<file path="config.mk">
export PLATFORM = sky130hd
export DESIGN_NAME = road_crash_monitor
export DESIGN_NICKNAME = d
export VERILOG_FILES = /design/src/rtl/road_crash_monitor_pkg.sv /design/src/rtl/road_crash_monitor_road_edge_cmp.sv /design/src/rtl/road_crash_monitor.sv
export SDC_FILE = /design/constraint.sdc
export NUM_CORES = 1
export LEC_CHECK = 0
export CAP_MARGIN = 20
export CORE_MARGIN = 5
export CORE_UTILIZATION = 52
export DETAILED_ROUTE_END_ITERATION = 16
export GPL_TIMING_DRIVEN = 0
export PLACE_DENSITY_LB_ADDON = 0.3
export SYNTH_ARGS = -nofsm -noshare
export SYNTH_HDL_FRONTEND = slang
export SYNTH_SLANG_ARGS = --single-unit
</file>
<file path="constraint.sdc">
create_clock -name clk -period 3.9 [get_ports clk]
set_input_delay 1.17 -clock clk [delete_from_list [all_inputs] [get_ports clk]]
set_output_delay 1.17 -clock clk [all_outputs]
set_load 0.02 [all_outputs]
</file>
<file path="src/rtl/road_crash_monitor_pkg.sv">
// rtl/road_crash_monitor_pkg.sv - shared game state encoding and default geometry
package road_crash_monitor_pkg;

    typedef enum logic [1:0] {
        ST_IDLE    = 2'd0,
        ST_PLAY    = 2'd1,
        ST_CRASH   = 2'd2,
        ST_RESPAWN = 2'd3
    } game_state_e;

    localparam int DEF_X_W   = 10;
    localparam int DEF_CAR_W = 16;

    function automatic logic [7:0] sat_inc8(input logic [7:0] v);
        return (v == 8'hFF) ? v : v + 8'd1;
    endfunction

endpackage

</file>
<file path="src/rtl/road_crash_monitor_road_edge_cmp.sv">
// rtl/road_crash_monitor_road_edge_cmp.sv - combinational car-vs-road off-road compare
module road_edge_cmp
    import road_crash_monitor_pkg::*;
#(
    parameter int X_W   = DEF_X_W,
    parameter int CAR_W = DEF_CAR_W
) (
    input  logic [X_W-1:0] car_x_i,
    input  logic [X_W-1:0] road_left_i,
    input  logic [X_W-1:0] road_right_i,
    output logic           off_o
);

    // One extra bit so the car's right edge never wraps past the screen width.
    localparam logic [X_W:0] SPAN = (X_W+1)'(CAR_W - 1);

    logic [X_W:0] car_l;
    logic [X_W:0] car_r;
    logic [X_W:0] edge_l;
    logic [X_W:0] edge_r;

    assign car_l  = {1'b0, car_x_i};
    assign car_r  = car_l + SPAN;
    assign edge_l = {1'b0, road_left_i};
    assign edge_r = {1'b0, road_right_i};

    assign off_o = (car_l < edge_l) | (car_r > edge_r) | (edge_l > edge_r);

endmodule

</file>
<file path="src/rtl/road_crash_monitor.sv">
// rtl/road_crash_monitor.sv - per-frame off-road strike counting, crash pulse and respawn
module road_crash_monitor
    import road_crash_monitor_pkg::*;
#(
    parameter int X_W            = DEF_X_W,
    parameter int CAR_W          = DEF_CAR_W,
    parameter int GRACE_FRAMES   = 3,
    parameter int DEAD_HOLD      = 8,
    parameter int RESPAWN_FRAMES = 60
) (
    input  logic           clk,
    input  logic           rst,
    input  logic           frame_tick,
    input  logic           start,
    input  logic [X_W-1:0] car_x,
    input  logic [X_W-1:0] road_left,
    input  logic [X_W-1:0] road_right,
    output logic           dead,
    output logic           playing,
    output logic           offroad,
    output logic [7:0]     crash_count,
    output logic [1:0]     state
);

    localparam int SW = $clog2(GRACE_FRAMES + 1);
    localparam int HW = $clog2(DEAD_HOLD + 1);
    localparam int RW = $clog2(RESPAWN_FRAMES + 1);

    localparam logic [SW-1:0] STRIKE_LAST = SW'(GRACE_FRAMES - 1);
    localparam logic [HW-1:0] HOLD_LAST   = HW'(DEAD_HOLD - 1);
    localparam logic [RW-1:0] RESP_LAST   = RW'(RESPAWN_FRAMES - 1);

    game_state_e   state_q, state_d;
    logic [SW-1:0] strike_q, strike_d;
    logic [HW-1:0] hold_q, hold_d;
    logic [RW-1:0] resp_q, resp_d;
    logic          dead_q, dead_d;
    logic          offroad_q, offroad_d;
    logic [7:0]    crash_cnt_q, crash_cnt_d;
    logic          off;

    road_edge_cmp #(
        .X_W   (X_W),
        .CAR_W (CAR_W)
    ) u_edge_cmp (
        .car_x_i      (car_x),
        .road_left_i  (road_left),
        .road_right_i (road_right),
        .off_o        (off)
    );

    always_ff @(posedge clk) begin
        if (rst) begin
            state_q     <= ST_IDLE;
            strike_q    <= '0;
            hold_q      <= '0;
            resp_q      <= '0;
            dead_q      <= 1'b0;
            offroad_q   <= 1'b0;
            crash_cnt_q <= '0;
        end else begin
            state_q     <= state_d;
            strike_q    <= strike_d;
            hold_q      <= hold_d;
            resp_q      <= resp_d;
            dead_q      <= dead_d;
            offroad_q   <= offroad_d;
            crash_cnt_q <= crash_cnt_d;
        end
    end

    always_comb begin
        state_d     = state_q;
        strike_d    = strike_q;
        hold_d      = hold_q;
        resp_d      = resp_q;
        dead_d      = dead_q;
        offroad_d   = offroad_q;
        crash_cnt_d = crash_cnt_q;

        case (state_q)
            ST_IDLE: begin
                if (start) begin
                    state_d   = ST_PLAY;
                    strike_d  = '0;
                    offroad_d = 1'b0;
                end
            end
            ST_PLAY: begin
                if (frame_tick) begin
                    offroad_d = off;
                    if (!off) begin
                        strike_d = '0;
                    end else if (strike_q == STRIKE_LAST) begin
                        state_d     = ST_CRASH;
                        strike_d    = '0;
                        hold_d      = '0;
                        dead_d      = 1'b1;
                        crash_cnt_d = sat_inc8(crash_cnt_q);
                    end else begin
                        strike_d = strike_q + SW'(1);
                    end
                end
            end
            ST_CRASH: begin
                // Leaving on the last hold cycle keeps dead high for exactly DEAD_HOLD cycles.
                if (hold_q == HOLD_LAST) begin
                    state_d = ST_RESPAWN;
                    dead_d  = 1'b0;
                    resp_d  = '0;
                end else begin
                    hold_d = hold_q + HW'(1);
                end
            end
            ST_RESPAWN: begin
                if (frame_tick) begin
                    if (resp_q == RESP_LAST) begin
                        state_d   = ST_PLAY;
                        resp_d    = '0;
                        strike_d  = '0;
                        offroad_d = 1'b0;
                    end else begin
                        resp_d = resp_q + RW'(1);
                    end
                end
            end
            default: state_d = ST_IDLE;
        endcase
    end

    assign dead        = dead_q;
    assign playing     = (state_q == ST_PLAY);
    assign offroad     = offroad_q;
    assign crash_count = crash_cnt_q;
    assign state       = state_q;

endmodule
</file>
After elaboration in Yosys (flattened, before gate mapping)
Cells that the tools add are included.

word-level totals
  output and inout port bits = 13
  RAM bits = 0
  register bits = 24
  memories kept = 0
  memory bits (read-only) = 0
  input port bits = 34
  word-level logic and storage cells = 77
  bits in latches = 0

operators by class
  add/sub/neg operators = 5
  multipliers = 0
  multiplexer cells = 34
  div/mod/pow operators = 0
  bitwise gates (word level) = 3
  order comparisons = 3
  reductions and logical operators = 10
  equal/unequal tests = 15
  shift-type cells = 0

operators by type and width
  operator                                        count
  2-to-1 mux 2 bit                                13
  AND reduction 5 bit                             4
  2-to-1 mux 6 bit                                3
  2-to-1 mux 4 bit                                4
  != test 2 bit (second input constant)           6
  case mux 6 bit (2 select lines)                 1
  adder 10 x 4 -> 11 bit (second input constant)  1
  greater-than comparator 11 x 10 -> 1 bit        1
  greater-than comparator 10 bit                  1
  < comparator 10 bit                             1
  adder 8 x 1 -> 8 bit (second input constant)    1
  == test 8 bit (second input constant)           1
  2-to-1 mux 1 bit                                8
  case mux 2 bit (4 select lines)                 1
  case mux 4 bit (2 select lines)                 1
  AND reduction 7 bit                             1
  adder 6 x 1 -> 6 bit (second input constant)    1
  == test 2 bit (second input constant)           3
  == test 6 bit (second input constant)           1
  case mux 2 bit (3 select lines)                 1
  adder 4 x 1 -> 4 bit (second input constant)    1
  == test 4 x 3 -> 1 bit (second input constant)  1
  != test 2 x 1 -> 1 bit (second input constant)  2
  nonzero test 2 bit                              2
  9 further kinds                                 10

Depth between registers and ports, before layout
Gate-level depths: netlist (run 1).

  depth in word-level cells = 7
  depth in mapped cells = 14
  gate-level depth less buffers = 13

Hierarchy
A second synthesis (run 1) with hierarchy kept.

second synthesis, totals
  cell total of the unflattened synthesis = 265
  area total of the unflattened synthesis = 2193.4 um^2

modules (own cells, without submodules)
  module              cells an instance  times used  sequential area each (um^2)  area an instance (um^2)
  road_crash_monitor  149                1           480.5                        1348.8
  road_edge_cmp       116                1           0.0                          844.6

Worst setup path after synthesis (run 1)
No wires, ideal clock.

  kind = in2reg
  start point = input car_x[0]
  end point = register state_q[0], in the netlist state[0]
  required time = 3.777 ns
  slack = 0.313 ns
  data arrival time = 3.463 ns
  path buffers = 0
  stages on the path = 13
  setup time = 0.123 ns
  cell sequence = inv_1 -> ha_1 -> a21oi_2 -> nand3_1 -> xnor2_1 -> ha_1 -> a21o_1 -> a21oi_1 -> a21o_2 -> nor2_1 -> o21ai_1 -> a221oi_2 -> mux2_1

between the ends
  word-level cells in the longest chain between the ends = 6
  elaborated cells on any way between the ends = 7
  classes of those cells = add/sub (1); order compare (2); eq/ne (1); bitwise (2); reduce/logical (1)

ends and longest elaborated chain
  item                                       RTL line                                text
  from (decl)                                road_crash_monitor.sv:15                input logic [X_W-1:0] car_x,
  adder 10 x 4 -> 11 bit                     road_crash_monitor_road_edge_cmp.sv:23  assign car_r = car_l + SPAN;
  greater-than comparator 11 x 10 -> 1 bit   road_crash_monitor_road_edge_cmp.sv:27  assign off_o = (car_l < edge_l) | (car_r > edge_r) | (edge_l > edge_r);
  OR 1 bit * (2 in a row)                    road_crash_monitor_road_edge_cmp.sv:27
  != test 2 x 1 -> 1 bit (no source line) *  --
  AND reduction 7 bit (no source line) *     --
  to (signal assigned)                       road_crash_monitor.sv:62                state_q <= state_d;
  to (decl)                                  road_crash_monitor.sv:33                game_state_e state_q, state_d;

Mark *: on every way between the ends. The rest lies on a longest branch, timed or not.
A chain may end at the register's enable or synchronous reset.

Final worst setup path (run 1)
  start point = input car_x[0]
  end point = register crash_cnt_q[7], in the netlist crash_count[7]

between the ends
  word-level cells in the longest chain between the ends = 5
  elaborated cells on any way between the ends = 6
  classes of those cells = add/sub (1); order compare (2); bitwise (2); reduce/logical (1)

ends and longest elaborated chain
  item                                      RTL line                                text
  adder 10 x 4 -> 11 bit                    road_crash_monitor_road_edge_cmp.sv:23
  greater-than comparator 11 x 10 -> 1 bit  road_crash_monitor_road_edge_cmp.sv:27
  OR 1 bit * (2 in a row)                   road_crash_monitor_road_edge_cmp.sv:27
  AND reduction 5 bit (no source line) *    --
  to (signal assigned)                      road_crash_monitor.sv:68                crash_cnt_q <= crash_cnt_d;
  to (decl)                                 road_crash_monitor.sv:39                logic [7:0] crash_cnt_q, crash_cnt_d;

Marks and branches as above.

==> results of run 1 <==
==> worst max-delay path by stage <==
stage,from,to,cells after the start
final,car_x[0],crash_count[7],14
after global routing,car_x[0],dead,14
after CTS,car_x[3],state[0],14
after detailed placement,car_x[0],state[0],14
after global placement,car_x[0],state[0],14
after floorplan,car_x[0],state[0],13
==> cell type report <==
cell class / count / area, µm²
multi-input cells: 214 / 1690
clock inverters: 1 / 30.0
fillers: 361 / 1330
clock buffers: 3 / 41.3
plain buffers: 5 / 46.3
flip-flops and latches: 24 / 480
inverters: 34 / 128
well taps: 52 / 65.1
repair buffers: 49 / 487
==> stage by stage <==
step	power [mW]	TNS, ns	hold slack, ns
2_1_floorplan	0.611	0	0.444
3_3_place_gp	0.748	-6.73	0.455
3_5_place_dp	0.756	-7.83	0.465
4_1_cts	0.989	0	0.476
5_1_grt	1.10	-0.00677	0.506
6_report	1.01	0	0.470
==> cell usage after synthesis, types with 3 or more instances <==
| library cell | count | area [µm²] |
|---|---|---|
| a21o_1 | 4 | 30.0 |
| a21oi_1 | 21 | 105 |
| a21oi_2 | 4 | 35.0 |
| dfxtp_1 | 24 | 480 |
| ha_1 | 38 | 475 |
| inv_1 | 34 | 128 |
| mux2_1 | 3 | 33.8 |
| mux2i_1 | 5 | 50.1 |
| nand2_1 | 24 | 90.1 |
| nand2b_1 | 4 | 25.0 |
| nand3_1 | 10 | 50.1 |
| nand4_1 | 7 | 43.8 |
| nor2_1 | 19 | 71.3 |
| o211ai_1 | 3 | 22.5 |
| o21ai_0 | 9 | 45.0 |
| o31ai_1 | 5 | 37.5 |
| or3_1 | 4 | 25.0 |
| xnor2_1 | 5 | 43.8 |
| xor2_1 | 6 | 52.6 |
==> state kept, by name (all words and copies together) (netlist names) <==
signal and flops:
offroad 1, state 2, strike_q 2, hold_q 4
crash_count 8, resp_q 6, dead 1
==> worst min-delay path: stages (launching register included) <==
cell and delay [ns]:
dfxtp_1 0.32, nand2_1 0.05, a21oi_1 0.05
==> cell families after synthesis <==
kind of cell,after synthesis,synth area share
adder cells (fa/ha/maj),38,0.211
XOR/XNOR,11,0.0427
buffers and inverters,39,0.0770
AND/OR/NAND/NOR,89,0.203
AO/OA/AOI/OAI,68,0.217
multiplexers,8,0.0371
flip-flops,24,0.213
==> cell usage in the layout (no fill, tap or decap), drive strengths merged, types with 4 or more instances in the layout <==
master,count
xor2,6
o211ai,4
o31ai,5
nand3,10
clkbuf,4
nand4,7
clkdlybuf4s50,40
xnor2,5
a21o,5
o21ai,10
ha,38
nor2,19
buf,6
nand2b,4
mux2i,5
inv,34
dfxtp,24
nand2,24
a21oi,25
or3,4
==> power by group <==
| part | leakage [nW] | switching, mW | internal, mW |
|---|---|---|---|
| Sequential | 0.194 | 0.0208 | 0.268 |
| Combinational | 1.08 | 0.279 | 0.229 |
| Clock | 0.0357 | 0.0812 | 0.137 |
==> per-layer routing <==
| metal | track usage | vias to the layer above |
|---|---|---|
| li1 | - | 1103 |
| met1 | 0.237 | 993 |
| met2 | 0.318 | 56 |
| met3 | 0.0237 | 13 |
| met4 | 0.0641 | 0 |
| met5 | 0 | - |
==> what timing repair did <==
item,4_1_cts,5_1_grt
setup endpoints to repair,17,15
gates resized for setup,15,8
pin swaps,7,4
setup buffers,2,1
==> metrics.yaml, run 1 <==
drive_gt1_frac: 0.106
hold_end: "offroad"
cp_slowest_stage_delay_ns: 0.33
hp-class: "register to register"
grt_max_degree: 15
cts-root-buf: "clkbuf_8"
vias: 2165
tightest_slew_ns: 0.706
holdCritStartpoint: "offroad"
async_flop_share: 0
diodes: 0
synth_area_um2: 2260
routedWlPerCell_um: 13.6
finClkSkew_ns: 0.00717
dr_wl_met2_um: 2540
final_util: 0.690
clk_pin_slew_worst_paths_ns: 0.09
r2r_end: "hold_q[3]"
timing.rr.start: "state[1]"
met1_length_um: 2290
clock_latency_ns: 0.27
cp_num_buf_inv: 2
firstDrtPassIters: 4
core-area_um2: 4290
final_cells: 382
hpwl_um: 4120
routed.top_layer: "met4"
hold_violations: 0
total_leakage_power_nw: 1.31
cp_slowest_cell: "mux2_1"
drt_iter0_drc: 79
start_kind: "input port"
min_path_cells: 2
synth-main-ff-cell: "dfxtp_1"
slew_viol_final: 0
hold_buffers: 0
drt_drc_violations_left: 0
area_growth_pct: 31.2
place_inst: 375
die-area_um2: 5760
wl_met3_um: 220
fin_ws_ns: 0.149
slew_headroom: 0.524
dieHeight_um: 75.9
power.density_nw_per_um2: 342
antenna_left: 0
path_class: "input port to register"
grtUsageTotal: 0.186
grt_pass1_wl_um: 9380
num_io_pins: 47
clk_path_buf_depth: 2
grt_pass1_vias: 2136
synth_area_per_cell_um2: 8.15
io_buffers: 46
cts_sinks: 24
num_rows: 24
cap_violations: 0
tritoncts: "done"
cp.required_ns: 4.06
status: "complete, no violations"
syn_nets: 349
routed_wl_um: 5180
final-setup-viol-count: 0
yosys_warnings: 0
post-route-min-period_ns: 3.75
cp_max_fo: 5
h-tree-depth: 1
ys_types: 55
seq_area_frac_synth: 0.213
ff2ff_setup_slack_ns: 1.74
crit_chain: "dlygate4sd2_1 > inv_1 > ha_2 > a21oi_2 > nand3_1 > xnor2_1 > ha_1 > a21o_1 > a21oi_2 > nor4b_4 > nor2_4 > o21bai_4 > nor4_2 > mux2_1"
place_area_um2: 2780
cts_made_buffers: 3
path_common_cell: "a21oi_2"
pre_cts_ws_ns: -0.562
design_area_um2: 2960
grt-ovfl-total: 0
max_freq_ghz: 0.267
num-nets-final: 403
antenna_found_initial: 0
synthesis.instances: 277
cpLargestDelayFamily: "compound AO/OA/AOI/OAI gates"
gp_congestion: 0.883
ff2ff_path_depth: 8
die_w_um: 75.9
critPathCaptureType: "register"
layout_worst_path_cycle_share: 0.962
via_per_inst: 5.67
synth_seq_cells: 24
start_util: 0.526
ir_worst_vdd_mv: 0.294
cp.arrival_ns: 3.91
synth_edf_count: 0
Note: power is estimated with default switching activity, not from simulation.
==> inputs of run 2 (changes only) <==
--- a/config.mk
+++ b/config.mk
@@ -13,4 +13,5 @@
 export PLACE_DENSITY_LB_ADDON = 0.3
 export SYNTH_ARGS = -nofsm -noshare
 export SYNTH_HDL_FRONTEND = slang
+export SYNTH_HIERARCHICAL = 1
 export SYNTH_SLANG_ARGS = --single-unit
==> run 2 against run 1 <==
Compared with the run above:
- non-clock buffer count up 2
- highest routed layer unchanged
- maximum frequency down 0.80%
- largest power group unchanged
- core utilization up 3.9 points
==> metrics.yaml, run 2 <==
status: "complete, no violations"
synthesis.instances: 265  # -4.3%
seq_area_frac_synth: 0.219  # +0.00631
final_cells: 370  # -3.1%
vias: 2147  # -0.83%
cp_slowest_cell: "or4_4"
path_common_cell: "a21oi_2"
met1_usage: 0.230  # -0.00720
routed_wl_um: 5230  # +0.93%
slew_viol_final: 0  # unchanged
finClkSkew_ns: 0.00296  # -0.00421 ns
hpwl_um: 4050  # -1.5%
synth_edf_count: 0  # unchanged
tightest_slew_ns: 0.534  # -0.172 ns
cts_sinks: 24  # unchanged
routedWlPerCell_um: 14.1  # +4.2%
grt-ovfl-total: 0  # unchanged
tritoncts: "done"
synth_top_area_frac: 0.222  # +0.00973
drt_drc_violations_left: 0  # unchanged
hp-class: "register to register"
async_flop_share: 0  # unchanged
cpLargestDelayFamily: "simple AND/OR/NAND/NOR gates"
layout_worst_path_cycle_share: 0.969  # +0.00778
via_per_inst: 5.80  # +2.4%
cp.required_ns: 4.10  # +0.04 ns
syn_nets: 338  # -3.2%
hold_violations: 0  # unchanged
synth-simple-area-share: 0.224  # +0.0208
num_io_pins: 47  # unchanged
grtUsageMet3: 0.0187  # -0.00501
critPathCaptureType: "register"
cap_violations: 0  # unchanged
grt_pass1_wl_um: 8540  # -9.0%
synth_compound_area_frac: 0.183  # -0.0346
yosysMostFrequentCell: "ha_1"
clk_path_buf_depth: 2  # unchanged
met2_usage: 0.346  # +0.0286
cts_made_buffers: 3  # unchanged
yosys.area.top_type: "ha_1"
internal-power_uw: 564  # -11%
die_w_um: 74.9  # -1.3%
h-tree-depth: 1  # unchanged
switchingPower_uw: 348  # -8.6%
drive_gt1_frac: 0.169  # +0.0627
grt_max_degree: 13  # -2
core-area_um2: 4060  # -5.5%
synth_top_family_by_area: "simple AND/OR/NAND/NOR gates"
antenna_found_initial: 0  # unchanged
power.density_nw_per_um2: 308  # -10%
max_freq_ghz: 0.264  # -0.80%
synth_area_per_cell_um2: 8.28  # +1.5%
synthTopCellsByCount: "39 x ha_1, 28 x inv_1, 24 x dfxtp_1"
switching_share: 0.382  # +0.00622
synth_mux_area_frac: 0.0439  # +0.00681
final_cell_mix: "36 x clkdlybuf4s50_1, 35 x ha_1, 25 x inv_1"
antenna_left: 0  # unchanged
gp_congestion: 0.870  # -1.5%
clk_pin_slew_worst_paths_ns: 0.08  # about the same
num-nets-final: 395  # -2.0%
place_inst: 361  # -3.7%
path_class: "input port to register"
start_util: 0.541  # +0.0146
firstDrtPassIters: 4  # unchanged
nFillCells: 315  # -13%
hold_buffers: 0  # unchanged
synth_seq_cells: 24  # unchanged
synth-main-ff-cell: "dfxtp_1"
p_clk_frac: 0.161  # -0.054
seqPwrFrac: 0.323  # +0.039
largest_reg_flops: 8  # unchanged
final_common_cell: "clkdlybuf4s50_1"
die-area_um2: 5620  # -2.5%
crit_chain: "clkdlybuf4s50_1 > inv_1 > ha_4 > a21oi_2 > o21ai_2 > or4_4 > nand4_1 > nand4b_4 > and2_4 > or4_1 > a21oi_2"
total_leakage_power_nw: 1.26  # -3.7%
pwr-share-comb: 0.516  # +0.016
cp_slowest_stage_delay_ns: 0.52  # +0.19 ns
area_growth_pct: 34.9
yosys_warnings: 6  # +6
diodes: 0  # unchanged
ys_types: 52  # -5.5%
dieHeight_um: 74.9  # -1.3%
num_rows: 23  # -4.2%
synthAdderAreaFrac: 0.222  # +0.0119
final-setup-viol-count: 0  # unchanged
cp.arrival_ns: 3.98  # +0.07 ns
cp_max_fo: 6  # +1
grt_pass1_vias: 2028  # -5.1%
clock_latency_ns: 0.26  # about the same
cp_num_buf_inv: 2  # unchanged
synth_area_um2: 2190  # -2.9%
ir_worst_vdd_mv: 0.174  # -41%
io_buffers: 46  # unchanged
synth_xor_area_frac: 0.0519  # +0.00925
grtUsageTotal: 0.191  # +0.00532
slew_headroom: 0.644  # +0.120
cts-root-buf: "clkbuf_8"
power.total_uw: 912  # -10%
drt_iter0_drc: 97  # +23%
busiest_layer: "met2"
post-route-min-period_ns: 3.78  # +0.0303 ns
netlist_top_cells_area: "ha_1 22%, dfxtp_1 22%, inv_1 4.8%"
final_util: 0.729  # +0.0393
holdWs_ns: 0.517  # +0.0465 ns
start_kind: "input port"
## run 2: changes by cell type in the layout (fill, tap and decap cells not counted), sizes merged, moves of 4 or more
cell           change
clkdlybuf4s50      -4
xnor2              +4
clkbuf             +4
a21oi              -4
nand2             -11
a211oi             +6
inv                -5
nand4              +4
o31ai              -4
## run 2: cell families after synthesis
group / after synthesis
compound gates: 60
simple gates: 87
xor+xnor: 13
mux: 9
buf+inv: 33
flops: 24
fa+ha+maj: 39
## run 2: worst reg2reg max path, cell delays in order, from the launching register on
cell      delay, ns
dfxtp_1        0.44
inv_1          0.12
ha_1           0.23
clkbuf_1       0.23
and2_4         0.22
or4_1          0.49
a21oi_2        0.15
## run 2: stage by stage
stage	setup TNS, ns	worst slack, ns	area (µm²)
after floorplan	0	0.138	2190
after global placement	-9.33	-0.786	2720
after detailed placement	-9.96	-0.804	2720
after CTS	0	0.0207	2810
after global routing	-0.0233	-0.0152	2960
final	0	0.119	2960
## run 2: power groups by stage
stage	clock network [mW]	logic [mW]	registers (mW)
after floorplan	0	0.272	0.309
after detailed placement	0	0.415	0.300
after global routing	0.161	0.522	0.300
after CTS	0.147	0.437	0.295
final	0.147	0.470	0.295
after global placement	0	0.405	0.299
## run 2: layout make-up
type	count	area, µm²	area share
plain buffers	4	15.0	0.00507
repair buffers	52	495	0.167
well taps	50	62.6	0.0211
flip-flops and latches	24	480	0.162
clock buffers	3	41.3	0.0140
inverters	29	111	0.0376
multi-input cells	208	1750	0.592
## run 2: metal layers
| metal | share of wire | vias to the layer above |
|---|---|---|
| li1 | - | 1084 |
| met2 | 0.51 | 58 |
| met3 | 0.043 | 7 |
| met4 | 0.015 | 0 |
| met5 | 0 | - |
| met1 | 0.43 | 998 |
## run 2: final timing paths
check / slack, ns / depth (start not counted) / end / from
max: 0.12 / 11 / hold_q[3] / road_left[9]
min: 0.52 / 2 / strike_q[1] / strike_q[0]
max reg2reg: 1.96 / 6 / hold_q[3] / state[1]
min reg2reg: 0.52 / 2 / strike_q[1] / strike_q[0]
## run 2: what timing repair did
item,4_1_cts,5_1_grt
setup buffers,3,3
endpoints found under the setup margin,16,13
resized for setup,22,36
pin swaps,5,15
